$ cat src/rtl/lane_collector.sv
// Serial-to-lane assembler: packs W accepted bits into foo[W-1:0] and presents the word
// through a one-deep valid/ready output register; flush emits a PAD-filled partial word.
module lane_collector #(
   parameter int   W   = 4,
   parameter logic PAD = 1'b0
) (
   input  logic                     clk,
   input  logic                     rst_n,
   input  logic                     in_valid,
   output logic                     in_ready,
   input  logic                     in_bit,
   input  logic                     flush,
   output logic                     out_valid,
   input  logic                     out_ready,
   output logic                     foo [W-1:0],
   output logic [$clog2(W+1)-1:0]   out_count
);

   localparam int            IW   = (W > 1) ? $clog2(W) : 1;
   localparam int            CW   = $clog2(W + 1);
   localparam logic [IW-1:0] LAST = IW'(W - 1);

   typedef enum logic [1:0] {
      IDLE       = 2'd0,
      FILL       = 2'd1,
      FLUSH_WAIT = 2'd2
   } state_t;

   state_t          state_q, state_d;
   logic [IW-1:0]   idx_q, idx_d;
   logic [W-1:0]    stage_q, stage_d;
   logic            out_valid_q, out_valid_d;
   logic            foo_q [W-1:0];
   logic            foo_d [W-1:0];
   logic [CW-1:0]   count_q, count_d;

   logic            load_ok_s;
   logic            accept_s;
   logic [CW-1:0]   n_s;
   logic [W-1:0]    stage_m_s;
   logic            emit_s;
   logic [CW-1:0]   emit_n_s;

   assign load_ok_s = !out_valid_q || out_ready;
   assign in_ready  = (state_q != FLUSH_WAIT) && ((idx_q != LAST) || load_ok_s);
   assign accept_s  = in_valid && in_ready;
   assign n_s       = CW'(idx_q) + CW'(accept_s);

   assign out_valid = out_valid_q;
   assign foo       = foo_q;
   assign out_count = count_q;

   // Next-state: staging merge, FSM transitions and output-register load.
   always_comb begin
      stage_m_s = stage_q;
      if (accept_s) begin
         stage_m_s[idx_q] = in_bit;
      end else begin
         stage_m_s = stage_q;
      end

      state_d     = state_q;
      idx_d       = idx_q;
      stage_d     = stage_m_s;
      out_valid_d = out_valid_q && !out_ready;
      foo_d       = foo_q;
      count_d     = count_q;
      emit_s      = 1'b0;
      emit_n_s    = n_s;

      case (state_q)
         IDLE, FILL: begin
            if (accept_s && (idx_q == LAST)) begin
               // in_ready already guaranteed load_ok, so the full word always loads.
               emit_s  = 1'b1;
               idx_d   = '0;
               state_d = IDLE;
            end else if (flush && (n_s != '0)) begin
               if (load_ok_s) begin
                  emit_s  = 1'b1;
                  idx_d   = '0;
                  state_d = IDLE;
               end else begin
                  idx_d   = n_s[IW-1:0];
                  state_d = FLUSH_WAIT;
               end
            end else if (accept_s) begin
               idx_d   = idx_q + IW'(1);
               state_d = FILL;
            end else begin
               state_d = state_q;
            end
         end
         FLUSH_WAIT: begin
            if (load_ok_s) begin
               emit_s  = 1'b1;
               idx_d   = '0;
               state_d = IDLE;
            end else begin
               state_d = FLUSH_WAIT;
            end
         end
         default: begin
            idx_d   = '0;
            state_d = IDLE;
         end
      endcase

      if (emit_s) begin
         out_valid_d = 1'b1;
         count_d     = emit_n_s;
         for (int l = 0; l < W; l++) begin
            foo_d[l] = (l < int'(emit_n_s)) ? stage_m_s[l] : PAD;
         end
      end else begin
         count_d = count_q;
      end
   end

   // State and output registers with synchronous active-low reset.
   always_ff @(posedge clk) begin
      if (!rst_n) begin
         state_q     <= IDLE;
         idx_q       <= '0;
         stage_q     <= '0;
         out_valid_q <= 1'b0;
         count_q     <= '0;
         for (int l = 0; l < W; l++) begin
            foo_q[l] <= 1'b0;
         end
      end else begin
         state_q     <= state_d;
         idx_q       <= idx_d;
         stage_q     <= stage_d;
         out_valid_q <= out_valid_d;
         count_q     <= count_d;
         foo_q       <= foo_d;
      end
   end

endmodule

$ cat config.mk
export PLATFORM = sky130hd
export DESIGN_NAME = lane_collector
export DESIGN_NICKNAME = d
export VERILOG_FILES = /design/src/rtl/lane_collector.sv
export SDC_FILE = /design/constraint.sdc
export NUM_CORES = 1
export LEC_CHECK = 0
export CAP_MARGIN = 25
export CORE_UTILIZATION = 50
export CTS_BUF_LIST = sky130_fd_sc_hd__clkbuf_2
export DETAILED_ROUTE_END_ITERATION = 10
export PLACE_DENSITY = 0.77
export SETUP_SLACK_MARGIN = 0.2
export SLEW_MARGIN = 20
export SYNTH_ARGS = -nofsm -noshare
export SYNTH_HDL_FRONTEND = slang
export SYNTH_SLANG_ARGS = --single-unit
export TNS_END_PERCENT = 50
$ cat constraint.sdc
create_clock -name clk -period 3.1 [get_ports clk]
set_input_delay 0.465 -clock clk [delete_from_list [all_inputs] [get_ports clk]]
set_output_delay 0.465 -clock clk [all_outputs]
set_load 0.05 [all_outputs]
==> results of run 1 <==
layout by cell type, fill, tap and decap left out, drive strengths merged, types with 3 or more instances in the layout:
cell and count:
inv 4, ha 7, a21oi 6, clkdlybuf4s50 14, o21ai 9, o211ai 4
nor2b 4, nand4 4, clkbuf 3, dfxtp 16, nand2 6, nor2 5
mux2i 4
per-layer routing:
metal / global-route usage, % / part of all wire [%]
met2: 34.2 / 46
met4: 9.38 / 1.5
met3: 2.55 / 2.9
met5: 0 / 0
met1: 28.5 / 50
worst min-delay path by stage:
| stage | end | cells after the start |
|---|---|---|
| floorplan | stage_q[1]$_SDFF_PN0_ | 2 |
| global placement | out_count[2]$_SDFFE_PN0P_ | 2 |
| detailed placement | out_count[2]$_SDFFE_PN0P_ | 2 |
| CTS | out_count[2]$_SDFFE_PN0P_ | 2 |
| global route | out_count[2]$_SDFFE_PN0P_ | 2 |
| finish | out_count[2]$_SDFFE_PN0P_ | 2 |
power groups by stage:
stage / sequential, uW / combinational, uW / clock (uW)
6_report: 230 / 139 / 96.5
5_1_grt: 232 / 151 / 104
4_1_cts: 229 / 138 / 99.4
3_5_place_dp: 234 / 137 / 0
3_3_place_gp: 233 / 136 / 0
2_1_floorplan: 252 / 81.7 / 0
cell families after synthesis:
family | after synthesis | synth area share [%]
AO/OA/AOI/OAI | 28 | 22.2
adder cells (fa/ha/maj) | 7 | 10.5
buffers and inverters | 9 | 5.54
flip-flops | 16 | 38.3
multiplexers | 4 | 4.79
AND/OR/NAND/NOR | 29 | 18.7
flip-flops by register name, summed over array words and instances, names as in the netlist:
name and flops:
state_q 2, idx_q 2, stage_q 4, out_valid 1, foo 4, out_count 3
through the flow:
stage / std cells / power (uW) / hold slack [ps] / utilization (%) / instance area [sq um]
after floorplan: 93 / 333 / 455 / - / 836
after global placement: 121 / 369 / 447 / 63.8 / 983
after detailed placement: 121 / 371 / 452 / 63.8 / 983
after CTS: 125 / 467 / 471 / 65.0 / 1000
after global routing: 125 / 487 / 511 / 65.0 / 1000
final: 125 / 465 / 467 / 65.0 / 1000
area by class of cell:
| cell class | count | area [sq um] | area share [%] |
|---|---|---|---|
| clock buffers | 3 | 15.0 | 1.50 |
| clock inverters | 1 | 3.75 | 0.375 |
| inverters | 5 | 18.8 | 1.87 |
| multi-input cells | 68 | 469 | 46.8 |
| flip-flops and latches | 16 | 320 | 32.0 |
| well taps | 16 | 20.0 | 2.00 |
| repair buffers | 16 | 155 | 15.5 |
Yosys cell counts:
cell,number
dfxtp_1,16
o21ai_0,8
ha_1,7
a21oi_1,6
nand2_1,6
nor2_1,5
inv_1,4
mux2i_1,4
nand4_1,4
nor2b_1,4
o211ai_1,4
a32oi_1,2
and2_1,2
and3_1,2
nand2b_1,2
o2bb2ai_1,2
or4_1,2
a211oi_1,1
a21o_1,1
buf_2,1
buf_4,1
buf_6,1
clkbuf_1,1
clkinv_1,1
nand3_1,1
nand3b_1,1
o21ai_1,1
o31ai_2,1
o32ai_1,1
o41ai_1,1
worst register-to-register path, cell delays in order (launching register included):
cell and delay [ps]:
dfxtp_1 390, ha_1 270, nand3b_1 180, and3_1 200
ha_1 170, inv_1 50, ha_1 330, o31ai_2 100
buf_4 160, a211oi_1 400, nand3_1 160, o21ai_0 170
==> out/summary.txt, run 1 <==
Tot GR Track Use: 21.4%
Post-synthesis sequential area ratio: 38.3%
Final wirelength: 1790 microns
Vias in the first global route: 683
Clock share of power: 20.8%
Final ANT Viol Nets: 0
Avg WL per Cell: 14.3 microns
Via density: 5.98
R2R Setup Slk: 450 ps
Syn nets: 106
Post-DP HPWL: 1320 microns
Worst-Margin Slew: 697 ps
Area grow syn2layout: 19.9%
Status: completed
1st-pass router iterations: 4
Core Footprint: 1540 sq um
TritonCTS Sinks: 16
Gr ovfl total: 0
Fin crit period: 2650 ps
Count of final hold-check violations: 0
Slowest CP cell: a211oi_1
Crit Path Class: reg2reg
RSZ-0062 raised after global routing: no
# rows: 14
P_int: 301 uW
Reg2reg start: idx_q[0]$_SDFFE_PN0P_
WP buf/inv: 2
Synth Cell Area: 836 sq um
Synth top area cells: dfxtp_1, ha_1, mux2i_1
# setup viols final: 0
Worst Path Arrival: 2880 ps
Largest net degree at the start of global routing: 12
Post-CTS Setup Bufs: 0
Synthesis Warnings: 0
Crit share post-route: 85.6%
CP delay by family, top: adder cells
Max clock buf depth: 2
CP Launch Type: flop
Worst vdd ir: 0.287 mV
Post-Syn Instances: 93
Worst Reg2Reg Path Length in Cells: 11
Worst-Skew Late Latency: 300 ps
Cell Chain, Critical Path: ha_1 -> nand3b_1 -> and3_1 -> ha_1 -> inv_1 -> ha_1 -> o31ai_2 -> buf_4 -> a211oi_1 -> nand3_1 -> o21ai_0
Reg2reg end: foo[3]$_SDFFE_PN0P_
Layout cells sized above 1: 5.50%
Initial antenna violation count: 0
Hold path start: out_count[2]$_SDFFE_PN0P_
Hold Path Class: reg2reg
H-Tree Level Count: 1
Critical Path Sink Type: flop
Post-synthesis register bit count: 16
Sw Pwr: 164 uW
Cts hold-fix bufs: 0
Power per cell area: 464 nW/um^2
End of the critical path: foo[3]$_SDFFE_PN0P_
Placer Congestion: 0.895
Post-synth cell types: 30
Slowest Stage Delay on Critical Path: 400 ps
DRT iter0 DRCs: 16
Slew Limit Headroom: 53.4%
Fin Clk Skew: 8.06 ps
Comb power frac: 29.8%
Initial Util: 54.2%
Setup TNS: 0 ps
CP max FO: 6
First-pass GRT wire length: 2990 microns
Dpl ws: 154 ps
Area leader, netlist: dfxtp_1
DIE AREA: 1840 sq um
Horiz. Die Dim: 42.9 microns
TritonCTS clock tree: built
Seq pwr share: 49.4%
WP data required: 3330 ps
Final worst slack: 447 ps
TritonCTS Buffers: 3
Syn avg cell area: 8.99 sq um
IO buf count: 14
Crit path top cell by count: ha_1
Leak Pwr: 0.000406 uW
Die height: 42.9 microns
Resized cells post-CTS: 0
Diode count: 0
Worst Setup SP: idx_q[0]$_SDFFE_PN0P_
Maxcap violations: 0
Fin. max-slew vios: 0
DR vias: 748
Share of the synthesized area in the top cell type: 38.3%
Nets: 123
Sw Share: 35.3%
Ports: 15
Clk slew on worst S/H paths: 160 ps
# fillers: 136
Number of remaining DRC errors: 0
Crit path depth: 11
Root Buffer: clkbuf_2
Achievable Freq: 377 MHz
Note: power is estimated with default switching activity, not from simulation.
==> run 2: changes to the inputs <==
--- a/config.mk
+++ b/config.mk
@@ -6,10 +6,10 @@
 export NUM_CORES = 1
 export LEC_CHECK = 0
 export CAP_MARGIN = 25
-export CORE_UTILIZATION = 50
+export CORE_UTILIZATION = 43
 export CTS_BUF_LIST = sky130_fd_sc_hd__clkbuf_2
 export DETAILED_ROUTE_END_ITERATION = 10
-export PLACE_DENSITY = 0.77
+export PLACE_DENSITY = 0.67
 export SETUP_SLACK_MARGIN = 0.2
 export SLEW_MARGIN = 20
 export SYNTH_ARGS = -nofsm -noshare
==> run 2 against run 1 <==
First-iteration DRC count is 31% lower. Non-clock buffer count is 1 higher. Sequential power hardly changed. Fmax is 0.82% lower. Register-to-register slack worse by 20 ps. Count of clock-buffer cells in the layout stayed put. Critical path type is now in2reg. Highest routed layer unchanged.
==> out/summary.txt, run 2 (synthesis gave the netlist of run 1 again) <==
Status: completed
Clock share of power: 19.2% (-1.6 points)
FF+latch area: 320 sq um (unchanged)
# setup viols final: 0 (unchanged)
Comb power frac: 30.7% (+0.9 points)
Leak Pwr: 0.000408 uW (+0.64%)
Setup TNS: 0 ps (unchanged)
WP buf/inv: 2 (unchanged)
Maxcap violations: 0 (unchanged)
Commonest non-fill, non-tap cell in the layout: dfxtp_1
Largest net degree at the start of global routing: 12 (unchanged)
Achievable Freq: 374 MHz (-0.82%)
Area grow syn2layout: 21.7%
Ports: 15 (unchanged)
Crit path top cell by count: ha_1
# fillers: 165 (+21%)
Nets: 124 (+0.81%)
Layout cells sized above 1: 6.42% (+0.92 points)
CP delay by family, top: simple AND/OR/NAND/NOR gates
Avg WL per Cell: 14.2 microns (-0.86%)
TritonCTS Sinks: 16 (unchanged)
TritonCTS clock tree: built
DR vias: 752 (+0.53%)
Crit share post-route: 86.3% (+0.71 points)
Number of remaining DRC errors: 0 (unchanged)
CP Launch Type: primary input
Cell Chain, Critical Path: clkdlybuf4s50_1 -> nand3b_1 -> and3_1 -> ha_1 -> inv_1 -> ha_1 -> o31ai_2 -> a21o_1 -> or4_1 -> o21ai_1
Slew Limit Headroom: 53.8% (+0.42 points)
Resized cells post-CTS: 0 (unchanged)
Final ANT Viol Nets: 0 (unchanged)
Max clock buf depth: 2 (unchanged)
P_int: 299 uW (-0.44%)
Slowest CP cell: or4_1
Most frequent cells in the layout: dfxtp_1, clkdlybuf4s50_1, o21ai_0
Hold Path Class: reg2reg
Post-CTS Setup Bufs: 0 (unchanged)
Cts hold-fix bufs: 0 (unchanged)
Slowest Stage Delay on Critical Path: 540 ps (+140 ps)
Count of final hold-check violations: 0 (unchanged)
Final wirelength: 1900 microns (+6.3%)
RSZ-0062 raised after global routing: no
Via density: 5.61 (-6.2%)
Worst-Skew Late Latency: 280 ps (-20 ps)
DIE AREA: 2120 sq um (+15%)
Initial Util: 46.9% (-7.3 points)
Power per cell area: 450 nW/um^2 (-2.9%)
Post-DP HPWL: 1410 microns (+7.5%)
Seq pwr share: 50.1% (+0.7 points)
Worst hold slack: 468 ps (+1.02 ps)
Clk slew on worst S/H paths: 150 ps (about the same)
Sw Pwr: 159 uW (-3.2%)
DRT iter0 DRCs: 11 (-5)
Placer Congestion: 0.785 (-12%)
Vias in the first global route: 715 (+4.7%)
Worst vdd ir: 0.335 mV (+17%)
Root Buffer: clkbuf_2
Diode count: 0 (unchanged)
Initial antenna violation count: 0 (unchanged)
TritonCTS Buffers: 3 (unchanged)
Core Footprint: 1780 sq um (+16%)
H-Tree Level Count: 1 (unchanged)
Worst-Margin Slew: 691 ps (-6.29 ps)
Multi-input logic area: 469 sq um (unchanged)
1st-pass router iterations: 4 (unchanged)
# rows: 15 (+1)
Gr ovfl total: 0 (unchanged)
Critical Path Sink Type: flop
First-pass GRT wire length: 3180 microns (+6.5%)
Fin crit period: 2680 ps (+22.1 ps)
Horiz. Die Dim: 46.1 microns (+7.5%)
CP max FO: 10 (+4)
Die height: 46.1 microns (+7.5%)
Sw Share: 34.7% (-0.64 points)
Crit Path Class: in2reg
Tot GR Track Use: 21.6% (+0.24 points)
Worst Path Arrival: 2890 ps (about the same)
IO buf count: 14 (unchanged)
WP data required: 3320 ps (about the same)
Fin Clk Skew: 8.13 ps (+0.0782 ps)
Fin. max-slew vios: 0 (unchanged)
==> run 2: changes by cell type in the layout (fill, tap and decap cells not counted), sizes merged <==
cell    previous run  this run
buf                2         3
clkinv             2         1
==> run 2: worst register-to-register path, stage by stage (launching register included) <==
cell	delay, ps
dfxtp_1	380
ha_1	280
nand3b_1	140
and3_1	190
ha_1	170
inv_1	50
ha_1	350
o31ai_2	110
a21o_1	270
or4_1	540
o21ai_1	130
==> run 2: final timing paths <==
path | slack, ps | cells past startpoint | startpoint | to
hold / removal | 470 | 2 | out_count[2]$_SDFFE_PN0P_ | out_count[2]$_SDFFE_PN0P_
hold reg to reg | 470 | 2 | out_count[2]$_SDFFE_PN0P_ | out_count[2]$_SDFFE_PN0P_
setup reg to reg | 430 | 10 | idx_q[0]$_SDFFE_PN0P_ | foo[2]$_SDFFE_PN0P_
setup / recovery | 420 | 10 | out_ready | foo[2]$_SDFFE_PN0P_
==> run 2: final cells by class <==
class                      count  share of cell area [%]
multi-input combinational     68                    46.1
timing repair buffer          17                    16.0
sequential                    16                    31.5
clock buffer                   3                    1.48
tap                           25                    3.08
inverter                       5                    1.85
==> run 2: power groups by stage <==
stage	clock network, uW	registers [uW]	logic [uW]
final	88.0	229	141
after CTS	91.4	230	141
after global placement	0	233	137
after floorplan	0	252	81.7
after detailed placement	0	234	140
after global routing	102	231	154
==> run 2: layer usage <==
metal  global-route usage, %  up-vias  share of wire, %
met4                    7.06        0               1.0
met2                    36.1       23                49
met3                    6.27        4               5.4
met5                       0        -                 0
li1                        -      372                 -
met1                    26.4      353                45
==> run 2: metrics by stage <==
step                utilization, %  cell area [sq um]  power [uW]  worst slack [ps]  instances
floorplan                        -                836         333               539         93
global placement              56.2               1000         370               144        131
detailed placement            56.2               1000         374               143        131
CTS                           57.1               1020         462               410        134
global route                  57.1               1020         487               261        134
finish                        57.1               1020         458               425        134
==> run 3: changes to the inputs <==
--- a/config.mk
+++ b/config.mk
@@ -6,6 +6,7 @@
 export NUM_CORES = 1
 export LEC_CHECK = 0
 export CAP_MARGIN = 25
+export CORE_MARGIN = 2
 export CORE_UTILIZATION = 43
 export CTS_BUF_LIST = sky130_fd_sc_hd__clkbuf_2
 export DETAILED_ROUTE_END_ITERATION = 10
==> constraint.sdc (replaced) <==
create_clock -name clk -period 3.34 [get_ports clk]
set_input_delay 0.501 -clock clk [delete_from_list [all_inputs] [get_ports clk]]
set_output_delay 0.501 -clock clk [all_outputs]
set_load 0.05 [all_outputs]
==> run 3 against run 2 <==
Count of clock-buffer cells in the layout unchanged. Worst hold slack improved by 14 ps. Flip-flop and latch count unchanged. Worst setup slack improved by 190 ps. Non-clock buffer count decreased by 1. Register-to-register slack improved by 210 ps. Die area increased by 8.9%. Clock skew decreased by 7.2 ps. Sequential share of layout area increased by 0.12 points. Power decreased by 5.7%. Final cell count unchanged. Combinational power decreased by 9%. Critical endpoint unchanged.
==> out/summary.txt, run 3 (synthesis gave the netlist of run 1 again) <==
Power per cell area: 426 nW/um^2 (-5.4%)
Worst Path Arrival: 2970 ps (+80 ps)
Count of final hold-check violations: 0 (unchanged)
WP data required: 3580 ps (+260 ps)
Nets: 123 (-0.81%)
TritonCTS clock tree: built
Number of remaining DRC errors: 0 (unchanged)
TritonCTS Sinks: 16 (unchanged)
Avg WL per Cell: 13.4 microns (-5.2%)
Pwr Total: 432 uW (-5.7%)
Placer Congestion: 0.858 (+9.2%)
CP delay by family, top: simple AND/OR/NAND/NOR gates
Crit share post-route: 81.7%
Layout cells sized above 1: 5.50% (-0.92 points)
Slowest Stage Delay on Critical Path: 540 ps (about the same)
Fin. max-slew vios: 0 (unchanged)
Vias in the first global route: 665 (-7.0%)
Gr ovfl total: 0 (unchanged)
Commonest non-fill, non-tap cell in the layout: dfxtp_1
Worst-Skew Late Latency: 290 ps (about the same)
Comb power frac: 29.7% (-1.0 points)
Leak Pwr: 0.000406 uW (-0.63%)
Via density: 5.61 (unchanged)
Clk slew on worst S/H paths: 160 ps (about the same)
Tot GR Track Use: 18.2% (-3.4 points)
# setup viols final: 0 (unchanged)
Ports: 15 (unchanged)
Largest net degree at the start of global routing: 12 (unchanged)
H-Tree Level Count: 1 (unchanged)
Diode count: 0 (unchanged)
Final ANT Viol Nets: 0 (unchanged)
Critical Path Sink Type: flop
Cts hold-fix bufs: 0 (unchanged)
Post-DP HPWL: 1340 microns (-5.6%)
Seq pwr share: 49.2% (-0.9 points)
Hold Path Class: reg2reg
Max clock buf depth: 2 (unchanged)
Post-CTS Setup Bufs: 0 (unchanged)
Resized cells post-CTS: 0 (unchanged)
Fin Clk Skew: 0.982 ps (-7.15 ps)
# rows: 15 (unchanged)
Root Buffer: clkbuf_2
Setup TNS: 0 ps (unchanged)
Placed inst area: 995 sq um (-0.75%)
TritonCTS Buffers: 3 (unchanged)
WP buf/inv: 2 (unchanged)
Clock share of power: 21.1% (+1.9 points)
Final instance area: 1010 sq um (-0.37%)
Slowest CP cell: or4_1
Sw Pwr: 153 uW (-3.6%)
Maxcap violations: 0 (unchanged)
# fillers: 173 (+4.8%)
Die height: 48.1 microns (+4.3%)
FF+latch area: 320 sq um (unchanged)
Worst-Margin Slew: 664 ps (-26.6 ps)
Most frequent cells in the layout: dfxtp_1, clkdlybuf4s50_1, o21ai_0
Multi-input logic area: 469 sq um (unchanged)
CP Launch Type: primary input
Core Footprint: 1780 sq um (unchanged)
Initial antenna violation count: 0 (unchanged)
Slew Limit Headroom: 55.6% (+1.8 points)
CP max FO: 10 (unchanged)
Area grow syn2layout: 21.3%
RSZ-0062 raised after global routing: no
Horiz. Die Dim: 48.1 microns (+4.3%)
Fin crit period: 2730 ps
DIE AREA: 2310 sq um (+8.9%)
Cell Chain, Critical Path: clkdlybuf4s50_1 -> nand3b_1 -> and3_1 -> ha_1 -> inv_1 -> ha_1 -> o31ai_2 -> a21o_1 -> or4_1 -> o21ai_1
DRT iter0 DRCs: 7 (-4)
Post-layout util: 56.8% (-0.21 points)
1st-pass router iterations: 4 (unchanged)
P_int: 279 uW (-6.8%)
Initial Util: 46.9% (unchanged)
First-pass GRT wire length: 2900 microns (-8.7%)
Crit Path Class: in2reg
DR vias: 752 (unchanged)
Worst vdd ir: 0.257 mV (-23%)
IO buf count: 14 (unchanged)
Status: completed
Sw Share: 35.4% (+0.77 points)
Achievable Freq: 366 MHz
Crit path top cell by count: ha_1
Final wirelength: 1800 microns (-5.2%)
[run 3: area by class of cell]
cell class,count,share of cell area (%)
inverter,5,1.85
clock buffer,3,1.48
sequential,16,31.6
clock inverter,1,0.370
timing repair buffer,16,15.3
tap,25,3.09
multi-input combinational,68,46.3
[run 3: power by group through the flow]
stage / Sequential, uW / Clock, uW / Combinational [uW]
floorplan: 233 / 0 / 75.8
global placement: 216 / 0 / 127
detailed placement: 216 / 0 / 128
CTS: 213 / 89.2 / 128
global route: 215 / 100 / 140
finish: 213 / 91.1 / 128
[run 3: final timing paths]
check / from / to / slack (ps) / cells after the start
worst max-delay path: out_ready / foo[2]$_SDFFE_PN0P_ / 610 / 10
worst min-delay path: out_count[2]$_SDFFE_PN0P_ / out_count[2]$_SDFFE_PN0P_ / 480 / 2
worst max register to register: idx_q[0]$_SDFFE_PN0P_ / foo[2]$_SDFFE_PN0P_ / 640 / 10
worst min register to register: out_count[2]$_SDFFE_PN0P_ / out_count[2]$_SDFFE_PN0P_ / 480 / 2
[run 3: per-stage QoR]
stage,hold slack [ps],worst slack [ps],std cells
2_1_floorplan,455,779,93
3_3_place_gp,463,337,130
3_5_place_dp,465,318,130
4_1_cts,487,607,134
5_1_grt,520,463,134
6_report,482,610,134
[run 3: tightest hold or removal path, cell delays in order, from the launching register on]
cell     delay [ps]
dfxtp_1         340
nand2_1          50
o21ai_0          60
[run 3: layer usage]
metal	wire length, microns	GRT usage (%)	part of all wire [%]
met4	16	6.49	0.89
met2	840	29.6	47
met5	0	0	0
met1	872	23.8	48
met3	68	3.77	3.8
